<file path="config.mk">
export PLATFORM = sky130hd
export DESIGN_NAME = mux_nto1_reg
export DESIGN_NICKNAME = d
export VERILOG_FILES = /design/src/rtl/mux_nto1_reg.sv
export SDC_FILE = /design/constraint.sdc
export NUM_CORES = 1
export LEC_CHECK = 0
export ABC_AREA = 1
export CORE_MARGIN = 8
export CORE_UTILIZATION = 39
export CTS_BUF_LIST = sky130_fd_sc_hd__clkbuf_4
export DETAILED_ROUTE_END_ITERATION = 8
export HOLD_SLACK_MARGIN = 0.12
export PLACE_DENSITY = 0.9
export SLEW_MARGIN = 20
export SYNTH_ARGS = -nofsm -noshare
export SYNTH_HDL_FRONTEND = slang
export SYNTH_SLANG_ARGS = --single-unit
</file>
<file path="constraint.sdc">
create_clock -name clk -period 2.9 [get_ports clk]
set_clock_uncertainty 0.05 [all_clocks]
set_input_delay 0.58 -clock clk [delete_from_list [all_inputs] [get_ports clk]]
set_output_delay 0.58 -clock clk [all_outputs]
set_load 0.005 [all_outputs]
</file>
<file path="src/rtl/mux_nto1_reg.sv">
// rtl/mux_nto1_reg.sv - N-to-1 stream mux with registered output, select or round-robin grant
// Optional round-robin arbitration is compiled in with `define MUX_NTO1_REG_RR_EN;
// without it the mode port is ignored and the block always works in select mode.
module mux_nto1_reg #(
    parameter int WIDTH = 32,
    parameter int N     = 4,
    localparam int SW   = $clog2(N)
) (
    input  logic               clk,
    input  logic               rst_n,
    input  logic [N*WIDTH-1:0] in_data,
    input  logic [N-1:0]       in_valid,
    output logic [N-1:0]       in_ready,
    input  logic [SW-1:0]      sel,
    input  logic               mode,
    output logic [WIDTH-1:0]   out_data,
    output logic               out_valid,
    output logic [SW-1:0]      out_chan,
    input  logic               out_ready
);

    // Channel count widened by one bit so sel can be compared against N for any N.
    localparam logic [SW:0] N_L = (SW+1)'(N);

    logic [WIDTH-1:0] out_data_q, out_data_d;
    logic             out_valid_q, out_valid_d;
    logic [SW-1:0]    out_chan_q, out_chan_d;

    logic             load;
    logic             sel_ok;
    logic             grant_valid;
    logic [SW-1:0]    grant;
    logic [WIDTH-1:0] grant_data;
    logic             grant_in_valid;
    logic             xfer;

    assign sel_ok = ({1'b0, sel} < N_L);

`ifdef MUX_NTO1_REG_RR_EN
    // ptr remembers the last round-robin winner; the search starts just after it.
    logic [SW-1:0] ptr_q, ptr_d;
    logic [SW-1:0] rr_grant;
    logic [SW-1:0] rr_cand;
    logic          rr_found;

    // Round-robin search: first valid channel at ptr+1, ptr+2, ... modulo N.
    always_comb begin
        rr_found = 1'b0;
        rr_grant = '0;
        rr_cand  = '0;
        for (int k = 1; k <= N; k++) begin
            rr_cand = SW'((int'(ptr_q) + k) % N);
            if (!rr_found && in_valid[rr_cand]) begin
                rr_found = 1'b1;
                rr_grant = rr_cand;
            end
        end
    end

    // Grant source: mode is taken live, so a switch applies in the same cycle.
    always_comb begin
        grant       = sel;
        grant_valid = sel_ok;
        if (mode) begin
            grant       = rr_grant;
            grant_valid = |in_valid;
        end
    end

    // Pointer only advances on a round-robin transfer; select mode leaves it alone.
    always_comb begin
        ptr_d = ptr_q;
        if (mode && xfer) begin
            ptr_d = grant;
        end
    end

    // Pointer register; resets to N-1 so channel 0 wins the first round-robin grant.
    always_ff @(posedge clk) begin
        if (!rst_n) begin
            ptr_q <= SW'(N - 1);
        end else begin
            ptr_q <= ptr_d;
        end
    end
`else
    logic unused_mode;

    assign unused_mode = mode;

    // Select-only build: the granted channel is always sel.
    always_comb begin
        grant       = sel;
        grant_valid = sel_ok;
    end
`endif

    // Pick granted channel data/valid with a bounded loop so an out-of-range sel never indexes past N.
    always_comb begin
        grant_data     = '0;
        grant_in_valid = 1'b0;
        for (int i = 0; i < N; i++) begin
            if (grant == SW'(i)) begin
                grant_data     = in_data[i*WIDTH +: WIDTH];
                grant_in_valid = in_valid[i];
            end
        end
    end

    assign load = !out_valid_q || out_ready;
    assign xfer = rst_n && load && grant_valid && grant_in_valid;

    // One-hot ready on the granted channel, held low during reset and while stalled.
    always_comb begin
        in_ready = '0;
        for (int i = 0; i < N; i++) begin
            in_ready[i] = rst_n && load && grant_valid && (grant == SW'(i));
        end
    end

    // Output register next state: load a word on transfer, drop valid on an idle load, else hold.
    always_comb begin
        out_data_d  = out_data_q;
        out_chan_d  = out_chan_q;
        out_valid_d = out_valid_q;
        if (load) begin
            out_valid_d = xfer;
            if (xfer) begin
                out_data_d = grant_data;
                out_chan_d = grant;
            end
        end
    end

    // Output register; reset discards any word still held.
    always_ff @(posedge clk) begin
        if (!rst_n) begin
            out_data_q  <= '0;
            out_chan_q  <= '0;
            out_valid_q <= 1'b0;
        end else begin
            out_data_q  <= out_data_d;
            out_chan_q  <= out_chan_d;
            out_valid_q <= out_valid_d;
        end
    end

    assign out_data  = out_data_q;
    assign out_valid = out_valid_q;
    assign out_chan  = out_chan_q;

endmodule

</file>
### Word-level counts from Yosys, hierarchy flattened

Index checks and enable logic that the tools add are counted.

| operators by class | value |
|---|---|
| $add $sub $neg | 0 |
| multipliers | 0 |
| divide/modulo/power cells | 0 |
| order comparisons | 0 |
| equal/unequal tests | 3 |
| shifts and indexed selects | 0 |
| multiplexer cells | 8 |
| bitwise logic cells | 0 |
| reductions and logical operators | 10 |

Operators by type and width:

| operator | number |
|---|---|
| $mux W32 | 4 |
| $logic_and A1 B1 Y1 | 6 |
| $eq A2 B2 Y1 const B | 2 |
| $mux W1 | 4 |
| $eq A2 B1 Y1 const B | 1 |
| $logic_not A2 Y1 | 1 |
| $reduce_and A2 Y1 | 1 |
| $logic_not A1 Y1 | 1 |
| $logic_or A1 B1 Y1 | 1 |

| word-level totals | value |
|---|---|
| bits in registers | 35 |
| latch bits | 0 |
| RAM bits | 0 |
| ROM bits | 0 |
| input bits | 138 |
| output and inout bits | 39 |
| logic and storage cells | 24 |
| memories | 0 |

### Logic depth before layout (Yosys ltp)

Gate-level depths: netlist (run 1).

| depth | value |
|---|---|
| word-level depth | 7 |
| depth in mapped cells | 11 |

### Least setup slack after synthesis (run 1)

OpenSTA, ideal clock, no wires.

| timing path | value |
|---|---|
| path kind | input to output |
| start | input sel[1] |
| end | output in_ready[2] |
| arrival | 1.284 ns |
| data required time | 2.270 ns |
| slack | 0.986 ns |
| stages on the path | 5 |
| buffers on the path | 3 |
| cell sequence | buf_4 > inv_2 > buf_4 > buf_2 > nor3_1 |

| between the ends | value |
|---|---|
| word-level cells in the longest chain between the ends | 2 |

Ends and longest elaborated chain:

| element | RTL line | source |
|---|---|---|
| from (decl) | 14 | `input logic [SW-1:0] sel,` |
| $eq A2 B2 Y1 | 117 | `in_ready[i] = rst_n && load && grant_valid && (grant == SW'(i));` |
| $logic_and A1 B1 Y1 | 117 |  |
| to (decl) | 13 | `output logic [N-1:0] in_ready,` |

No other way between the ends.

### Worst setup path after layout (run 1)

Same ends and word-level chain as after synthesis.

==> results.md, run 1 <==
* Syn Area/Cell at 6.16 um^2
* Routed len/inst at 15.7 um
* CTS tree: built
* Routability congestion estimate from global placement at around 0.85
* Slowest library cell on the worst path: clkdlybuf4s50_1
* Number of global-route vias before repair at 3,252
* Final ANT Viol Nets at 0
* Buffers on Ports at 175
* Residual DRC at 0
* Worst-Skew Late Latency at between 300 and 400 ps
* Rel. slew slack at 0.647
* Cells along the critical path: clkdlybuf4s50_1 > inv_2 > nor3_1 > clkdlybuf4s50_1
* Share of cells above drive strength 1 at 0.0627
* Die X at about 95 um
* Crit. End Element: primary output
* Max-slew violations at 0
* Crit-path max FO at 7
* Ports at 177
* Fin crit share at 0.912
* Startpoint Class: input pin
* Unique masters post-synth at 21
* Vias per cell at 5.14
* Pre-CTS setup slack at 241 ps
* Clock Sinks at 35
* First-pass iteration count of the detailed router at 5
* Clk pin slew, worst setup/hold paths at 100 ps
* RSZ-0062 raised after global routing: no
* TritonCTS Buffers at 5
* Multi-input logic area at 0.00153 mm^2
* Crit path time final at 2650 ps
* Setup WS post-layout at 254 ps
* Status: finished, final reports clean
* Clk buf depth at 2
* Final Net Count at 696
* Final HPWL DP at 7600 um
* Register area share after synthesis at 0.287
* CTS-repair resized insts at 0
* Chip height at 95.2 um
* Placeable Area at 0.00620 mm^2
* Initial DRC count at 111
* Post-Route Setup TNS at 0 ps
* Most used cell, CP: clkdlybuf4s50_1
* FMAX at between 300 and 400 MHz
* FP Rows at 29
* DIE AREA at 0.00905 mm^2
* Largest net degree at the start of global routing at between 50 and 60
* Antenna cells at 0
* CP arrival at 2020 ps
* Synth warn at 0
* WL final at 9950 um
* Critical path's largest stage delay at 650 ps
* WP buf/inv at 3
* Post-CTS setup buffer count at 0
* H-Tree Depth at 2
* Post-synth top area cell: dfxtp_1
* Worst endpoint required time at 2270 ps
* Storage element area at 701 um^2
* # hold bufs at CTS at 0
* Post-synthesis cell area at 0.00244 mm^2
* Pwr dens at around 320 mW/mm^2
* Total Routing Usage GR at 0.212
* Synth top area cells: dfxtp_1, nand2_1, nand3b_1
* Peak supply drop at ~0.18 mV
* Synth-to-layout area growth at 73.7%
* Initial Util at 0.394
* Pleak at 1.77 nW
* Synth Net Count at 535
* Synthesis-stage register bit count at 35
* Min-delay worst type: register to register
* Root Driver: clkbuf_4
* Top delay family on crit path: buffers and inverters
* GRT overflow at 0
* Antenna violations before repair at 0
* Post-synth top area share at 0.287
* Count of final hold-check violations at 0
* DR vias at 3,267
* Final setup fails at 0
* Mapped Cells at roughly 400
* Kind of critical path: input pin to primary output
* First-pass GRT wire length at around 15,000 um
* Number of fill cells at 539
* MaxCap Viol Count at 0
* Actual slew at the worst max-slew pin at 528 ps
[synth_stat cells, drive strengths merged]
| cell type | number |
|---|---|
| nor3 | 3 |
| nand2 | 149 |
| nand3 | 34 |
| nand3b | 26 |
| or2 | 6 |
| dfxtp | 35 |
| clkbuf | 8 |
| nand4 | 26 |
| o21ai | 6 |
| buf | 23 |
| inv | 9 |
| nor2 | 46 |
| a21oi | 26 |
[state kept, by name (all words and copies together) (netlist names)]
name / cells
out_chan: 2
out_data: 32
out_valid: 1
[area by class of cell]
type                       instances  share of cell area
clock buffer                       5             0.00884
multi-input combinational        322               0.360
clock inverter                     2             0.00206
timing repair buffer             185               0.433
tap                               77              0.0227
inverter                           9             0.00796
sequential                        35               0.165
[power breakdown]
part	switching, mW	internal (mW)
clock	0.164	0.0860
combinational	0.227	0.339
sequential	0.0198	0.527
total	0.411	0.953
[worst min-delay path, stage by stage, from the launching register on]
cell	delay, ps
dfxtp_1	320
nor2_1	90
nor2_1	50
[layout by cell type, fill, tap and decap left out, types with 3 or more instances in the layout]
cell type,synthesis,final
nor2_4,3,3
nor2_1,42,42
or2_2,6,6
clkdlybuf4s50_1,0,175
nand2_2,3,3
clkbuf_4,0,5
nand3_1,34,34
a21oi_1,26,26
nand2_1,144,144
inv_1,5,5
nand3b_1,26,26
nand4_1,26,26
o21ai_0,6,6
dfxtp_1,35,35
nor3_1,3,3
buf_4,4,9
inv_2,4,4
[final timing paths]
check | from | end | slack (ps) | cells past startpoint
max | sel[1] | in_ready[2] | 250 | 4
min | out_chan[1]$_SDFFE_PN0P_ | out_chan[1]$_SDFFE_PN0P_ | 440 | 2
max reg2reg | out_valid$_SDFFE_PN0N_ | out_data[5]$_SDFFE_PN0P_ | 1370 | 9
min reg2reg | out_chan[1]$_SDFFE_PN0P_ | out_chan[1]$_SDFFE_PN0P_ | 440 | 2
[cells by family (layout without fill, tap and decap cells)]
kind of cell	Yosys count	in the layout	share of synthesized area
AOI/OAI and AO/OA	32	32	0.0655
DFF	35	35	0.287
and+or+nand+nor	290	290	0.560
buffers and inverters	40	201	0.0876
[layer usage]
layer,track usage,wire length [um],vias to the layer above
li1,-,-,1629
met1,0.228,3760,1475
met2,0.380,5050,141
met3,0.0543,904,22
met4,0.0975,232,0
met5,0,0,-
[per-stage QoR]
stage	hold slack, ps	instance area (um^2)	utilization	cells	power [mW]
after floorplan	427	2440	-	397	0.797
after global placement	412	4200	0.677	628	1.11
after detailed placement	422	4200	0.677	628	1.12
after CTS	441	4250	0.684	635	1.38
after global routing	476	4250	0.684	635	1.45
final	441	4250	0.684	635	1.36
Power figures use the tool's default switching activity.
==> run 2: changes to the inputs <==
--- a/config.mk
+++ b/config.mk
@@ -12,7 +12,6 @@
 export DETAILED_ROUTE_END_ITERATION = 8
 export HOLD_SLACK_MARGIN = 0.12
 export PLACE_DENSITY = 0.9
-export SLEW_MARGIN = 20
 export SYNTH_ARGS = -nofsm -noshare
 export SYNTH_HDL_FRONTEND = slang
 export SYNTH_SLANG_ARGS = --single-unit
==> results of run 2 <==
Final layout, timing and power as in run 1 (identical DEF).
